### src/rtl/store_checker_sync_fifo.sv
// sync_fifo: single-clock FIFO with a registered head (no write-to-read bypass).
//   i_clk, i_rst      clock, asynchronous active-high reset
//   i_push, i_data    write side; o_full reports no free slot
//   o_valid, i_ready  read side handshake; pop on o_valid && i_ready
//   o_data            registered head entry, stable while not popped
// A push while full is accepted only if a pop happens on the same cycle.
module sync_fifo #(
  parameter int unsigned WIDTH = 64,
  parameter int unsigned DEPTH = 8
) (
  input  logic             i_clk,
  input  logic             i_rst,
  input  logic             i_push,
  input  logic [WIDTH-1:0] i_data,
  output logic             o_full,
  output logic             o_valid,
  input  logic             i_ready,
  output logic [WIDTH-1:0] o_data
);

  localparam int unsigned AW = $clog2(DEPTH);

  logic [AW:0]      r_wr_ptr;
  logic [AW:0]      r_rd_ptr;
  logic [WIDTH-1:0] r_mem [DEPTH];
  logic [WIDTH-1:0] r_head;
  logic             r_valid;

  logic             w_full;
  logic             w_pop;
  logic             w_wr_en;
  logic [AW:0]      w_wr_ptr_nxt;
  logic [AW:0]      w_rd_ptr_nxt;
  logic [WIDTH-1:0] w_head_nxt;

  assign w_full  = (r_wr_ptr[AW] != r_rd_ptr[AW]) &&
                   (r_wr_ptr[AW-1:0] == r_rd_ptr[AW-1:0]);
  assign w_pop   = r_valid && i_ready;
  assign w_wr_en = i_push && (!w_full || w_pop);

  assign w_wr_ptr_nxt = r_wr_ptr + (AW+1)'(w_wr_en);
  assign w_rd_ptr_nxt = r_rd_ptr + (AW+1)'(w_pop);

  // The head register is loaded with the entry the read pointer will address
  // after this edge. That slot equals the one being written only when the
  // FIFO is (or becomes) empty, in which case the incoming data is the head.
  always_comb begin
    w_head_nxt = r_mem[w_rd_ptr_nxt[AW-1:0]];
    if (w_wr_en && (r_wr_ptr[AW-1:0] == w_rd_ptr_nxt[AW-1:0])) begin
      w_head_nxt = i_data;
    end
  end

  always_ff @(posedge i_clk or posedge i_rst) begin
    if (i_rst) begin
      r_wr_ptr <= '0;
      r_rd_ptr <= '0;
      r_head   <= '0;
      r_valid  <= 1'b0;
      for (int unsigned i = 0; i < DEPTH; i++) begin
        r_mem[i[AW-1:0]] <= '0;
      end
    end else begin
      if (w_wr_en) begin
        r_mem[r_wr_ptr[AW-1:0]] <= i_data;
      end
      r_wr_ptr <= w_wr_ptr_nxt;
      r_rd_ptr <= w_rd_ptr_nxt;
      r_head   <= w_head_nxt;
      r_valid  <= (w_wr_ptr_nxt != w_rd_ptr_nxt);
    end
  end

  assign o_full  = w_full;
  assign o_valid = r_valid;
  assign o_data  = r_head;

endmodule

### config.mk
export PLATFORM = sky130hd
export DESIGN_NAME = sync_fifo
export DESIGN_NICKNAME = d
export VERILOG_FILES = /design/src/rtl/store_checker_sync_fifo.sv
export SDC_FILE = /design/constraint.sdc
export NUM_CORES = 1
export LEC_CHECK = 0
export BUFFER_PORTS_ARGS = -buffer_cell sky130_fd_sc_hd__buf_2
export CAP_MARGIN = 10
export CORE_ASPECT_RATIO = 1.75
export CORE_UTILIZATION = 55
export CTS_BUF_LIST = sky130_fd_sc_hd__clkbuf_16
export DETAILED_ROUTE_END_ITERATION = 8
export PLACE_DENSITY_LB_ADDON = 0.2
export SLEW_MARGIN = 20
export SYNTH_ARGS = -nofsm -noshare
export SYNTH_HDL_FRONTEND = slang
export SYNTH_SLANG_ARGS = --single-unit
### constraint.sdc
create_clock -name i_clk -period 25.4 [get_ports i_clk]
set_input_delay 7.62 -clock i_clk [delete_from_list [all_inputs] [get_ports i_clk]]
set_output_delay 7.62 -clock i_clk [all_outputs]
set_load 0.005 [all_outputs]
# Word level (Yosys, flattened, before mapping)
# Index checks and enable logic that the tools add are counted.
# Widths: inputs -> output; s select.
# classes
n_reduce_logical	7
addsub	2
order_cmp	3
n_mux	7
bitwise	2
n_eq_ne	4
# ops
operator	n
$bwmux 512	1
$mux 64	4
$bmux 64 s3	1
$demux 64 s3	1
$add 4x1->4	2
$ge 4x4->1 const B	2
$not 3->4	2
$eq 3x3->1	2
$logic_and 1x1->1	5
$lt 4x1->1 const B	1
$ne 4x4->1	1
$logic_not 1->1	1
$logic_or 1x1->1	1
$ne 1x1->1	1
# totals
register_bits	585
inputBits	68
out_inout_bits	66
elab_cells	37

# Depth between registers and ports, before layout
# depth
ltp_word	7
mapped_depth	12
ltp_nobuf	9

# Least setup slack after synthesis
# Ideal clock, no wire load.
# synth_path
path_kind	in2reg
startpoint	input port i_ready
endpoint	register r_head[40] (netlist: o_data[40])
arrival_ns	10.013
setup_ns	0.127
n_path_buf	4
t_required_ns	25.273
stages	12
setup_slack_ns	15.259
path_cell_list	nand2_1 -> inv_1 -> buf_2 -> ha_1 -> ha_1 -> clkbuf_1 -> buf_2 -> clkbuf_1 -> mux4_2 -> nand2_1 -> nand2_1 -> mux2_1
# synth_via
elab_chain_cells	7
word_cells_on_any_way	11
cone_classes	add/sub: 1; eq/ne: 1; mux: 4; bitwise: 1; reduce/logical: 4
# synth_lines
element	line_no	rtl
from (decl)	17	input logic i_ready,
$logic_and 1x1->1 (*)	38	assign w_pop = r_valid && i_ready;
$add 4x1->4 (*)	42	assign w_rd_ptr_nxt = r_rd_ptr + (AW+1)'(w_pop);
named net w_rd_ptr_nxt[1]	33	logic [AW:0] w_rd_ptr_nxt;
$not 3->4 (implied by the code)	48	w_head_nxt = r_mem[w_rd_ptr_nxt[AW-1:0]];
$bmux 64 s3	48	
$mux 64 (implied by the code) (2 in a row)	48	
$mux 64 (*)	49	if (w_wr_en && (r_wr_ptr[AW-1:0] == w_rd_ptr_nxt[AW-1:0])) begin
named net w_head_nxt[40]	34	logic [WIDTH-1:0] w_head_nxt;
to (signal assigned)	69	r_head <= w_head_nxt;
to (decl)	26	logic [WIDTH-1:0] r_head;
# Mark *: on every way through the listed nets, which the timed path passes. The rest lies on a longest branch. The select of a mux whose other input is x is not followed.
# A chain may end at the register's enable or synchronous reset.

# Worst setup path after layout
# layout_path
startpoint	input port i_ready
endpoint	register r_head[62] (netlist: o_data[62])
# Same word-level chain as after synthesis.

==> metrics.csv <==
stage,metric,value,unit
run_status,status,"finished, final reports clean",
global_routing,first-pass GRT wire length,111000,microns
global_routing,GRT Total Usage,31.46,%
worst_setup_path,Worst Path Required,25.85,ns
placed_design,RePlAce Congestion,0.7527,
worst_setup_path,top fanout value on the critical path,62,
worst_setup_path,crit-path leading delay family,buffers and inverters,
layout,filler instances,3440,
worst_setup_path,crit start category,primary input,
logic_synthesis,sequential-to-total area share from yosys stat,58.04,%
sta,Slew @ Worst Pin,1.180,ns
logic_synthesis,cell count after synthesis,1838,
sta,pins over their slew limit,0,
sta,final worst setup slack,14.03,ns
placed_design,buffers added on ports,133,
clock_network,Clock Latency Late Sink,0.58,ns
sta,RSZ-0062 raised after global routing,false,
placed_design,pre-CTS WS,13.43,ns
logic_synthesis,Synth Area in Simple Gates,5.134,%
logic_synthesis,main combinational cell family by area after synthesis,compound AO/OA/AOI/OAI gates,
logic_synthesis,Post-synth ARST share,100.0,%
clock_network,CTS H-tree depth,2,
die,initial core utilization,55.76,%
clock_network,clk slew on worst S/H paths,0.07,ns
power_and_ir_drop,VDD IR max,108.3,uV
worst_setup_path,Worst Path Buf+Inv,4,
logic_synthesis,syn avg cell area,13.72,sq um
route,DRT Pass-1 Iters,5,
logic_synthesis,Post-synth EDFFs,0,
clock_network,clock sink count,585,
logic_synthesis,XOR/XNOR share of the synthesized area,0.5506,%
power_and_ir_drop,LEAKAGE,11.99,nW
worst_setup_path,reg2reg end,o_data[62],
min_path,Min-Delay Endpoint,r_mem[83],
logic_synthesis,most frequent cell after synthesis,dfrtp_1,
worst_setup_path,WP data arrival,11.83,ns
layout,Layout area overhead,10.20,%
logic_synthesis,Adder-Cell Fraction of Synth Area,0.1984,%
route,DRT iter0 DRCs,1504,
logic_synthesis,ys flop type,dfrtp_1,
global_routing,grt total ovfl,0,
worst_setup_path,FF-to-FF path depth,10,
route,WL final,70370,microns
job,MaxCap Viol Count,0,
power_and_ir_drop,Design Power,4.192,mW
worst_setup_path,Slowest Stage Delay on Critical Path,0.85,ns
min_path,Worst Hold Class,flop to flop,
die,Core Footprint,45230,sq um
sta,final worst-path cycle share,44.78,%
layout,fin area,27800,sq um
worst_setup_path,Critical Path Slowest Stage Cell,buf_4,
worst_setup_path,Stages on worst setup path,11,
logic_synthesis,Seq cells post-synth,585,
route,DRC,0,
power_and_ir_drop,P per Cell Area,150.8,nW/um^2
die,chip width,163.9,microns
worst_setup_path,Crit Path Category,primary input to flop,
die,row count,103,
clock_network,hold_buf cts,0,
worst_setup_path,crit end category,flop,
clock_network,Num CTS Buffers,51,
logic_synthesis,Synth Area in Compound Gates,18.48,%
clock_network,CTS tree,done,
logic_synthesis,post-synthesis cell area,25220,sq um
clock_network,CTS max path bufs,3,
die,Ports,134,
logic_synthesis,synth unique cells,33,
logic_synthesis,share of the synthesized area in the top cell type,58.04,%
logic_synthesis,mux cell area share after synthesis,14.19,%
worst_setup_path,r2r setup slk,20.77,ns
min_path,hold path depth,1,
global_routing,initial antenna violation count,0,
sta,setup tns final,0,ns
sta,Setup Skew,0.01054,ns
global_routing,vias in the first global route,18730,
logic_synthesis,Area contributors post-synth,"dfrtp_1 (58%), o2bb2ai_1 (18%), mux4_2 (11%)",
placed_design,Area after DPL,26190,sq um
route,via count,17160,
sta,headroom to the max-slew limit,21.30,%
sta,Final Setup Violations,0,
route,post-route ant nets,0,
sta,Fmax,0.08792,GHz
route,via/cell ratio,6.871,
sta,Period minus WS final,11.37,ns
global_routing,largest net degree at the start of global routing,170,
die,die footprint,46750,sq um
worst_setup_path,CP Cell Sequence,"buf_2, nand2_1, inv_1, ha_4, ha_4, buf_4, buf_4, nor2b_1, a2111oi_0, nor4_1, mux2_1",
placed_design,Post-DP HPWL,35010,microns
logic_synthesis,Syn Nets,1910,
min_path,hold path startpoint,r_mem[83],
clock_network,"Setup Fix Bufs, Post-CTS",0,
die,Die Y,285.3,microns
logic_synthesis,Synth area leader,dfrtp_1,
logic_synthesis,Post-synth top cells,"dfrtp_1 (585), o2bb2ai_1 (512), nand2_1 (320)",
clock_network,Clock Tree Root,clkbuf_16,
sta,final hold violation count,0,
layout,fin nets,1952,
clock_network,cts repair resizes,0,
logic_synthesis,number of synthesis warnings,0,
route,Avg WL per Cell,28.18,microns
layout,share of cells above drive strength 1,22.55,%
worst_setup_path,Worst R2R Start,o_valid,
layout,# diodes,0,
worst max-delay path by stage:
stage / start / end / slack (ns)
2_1_floorplan: i_rst / o_data[0] / 1.41
3_3_place_gp: i_ready / o_data[62] / 13.54
3_5_place_dp: i_ready / o_data[62] / 13.43
4_1_cts: i_ready / o_data[62] / 14.03
5_1_grt: i_ready / o_data[62] / 13.88
6_report: i_ready / o_data[62] / 14.03
cell type report:
type | count | area, sq um | area share, %
Inverter | 5 | 26.28 | 0.09453
Multi-Input combinational cell | 1074 | 9863 | 35.49
Clock inverter | 40 | 252.7 | 0.9093
Clock buffer | 53 | 1326 | 4.772
Tap cell | 577 | 721.9 | 2.597
Sequential cell | 585 | 14640 | 52.67
Timing Repair Buffer | 163 | 964.7 | 3.471
where the power goes:
| part | internal (mW) | switching, mW |
|---|---|---|
| Combinational | 0.885 | 0.946 |
| Sequential | 1.36 | 0.248 |
| Clock | 0.407 | 0.347 |
| Total | 2.65 | 1.54 |
sequential cells by signal, indices dropped and copies added (netlist names):
| register | count |
|---|---|
| r_wr_ptr | 4 |
| r_mem | 512 |
| o_valid | 1 |
| o_data | 64 |
| r_rd_ptr | 4 |
per-stage QoR:
stage	hold WS, ns	utilization, %	std cells
after floorplan	0.4486	-	1838
after global placement	0.4655	57.89	2403
after detailed placement	0.4685	57.89	2403
after CTS	0.4854	61.38	2496
after global routing	0.4907	61.45	2497
final	0.4857	61.45	2497
layer usage:
metal,vias to the layer above,GRT usage [%],routed length [microns]
li1,7101,-,-
met1,9090,42.70,28100
met2,815,51.17,34760
met3,152,4.131,4726
met4,0,13.45,2783
met5,-,0,0
cell families (layout without fill, tap and decap cells):
| family | count (synthesis) | count (layout) |
|---|---|---|
| simple gates | 335 | 335 |
| fa+ha+maj | 4 | 4 |
| compound gates | 528 | 528 |
| mux | 192 | 192 |
| buf+inv | 179 | 261 |
| flops | 585 | 585 |
| xor+xnor | 15 | 15 |
layout by cell type, fill, tap and decap left out, types with 3 or more instances in the layout:
cell type,count
bufinv_16,3
xor2_1,5
mux4_2,126
clkinv_1,14
o2bb2ai_1,512
o2111ai_4,7
nand2_1,320
nand3_1,3
buf_4,24
nor2b_1,4
xnor2_1,8
clkinv_2,9
o211ai_1,3
dfrtp_1,584
mux2_1,8
buf_12,4
inv_1,12
mux2_2,56
clkbuf_16,53
buf_2,133
inv_2,3
(Power assumes the default switching activity.)
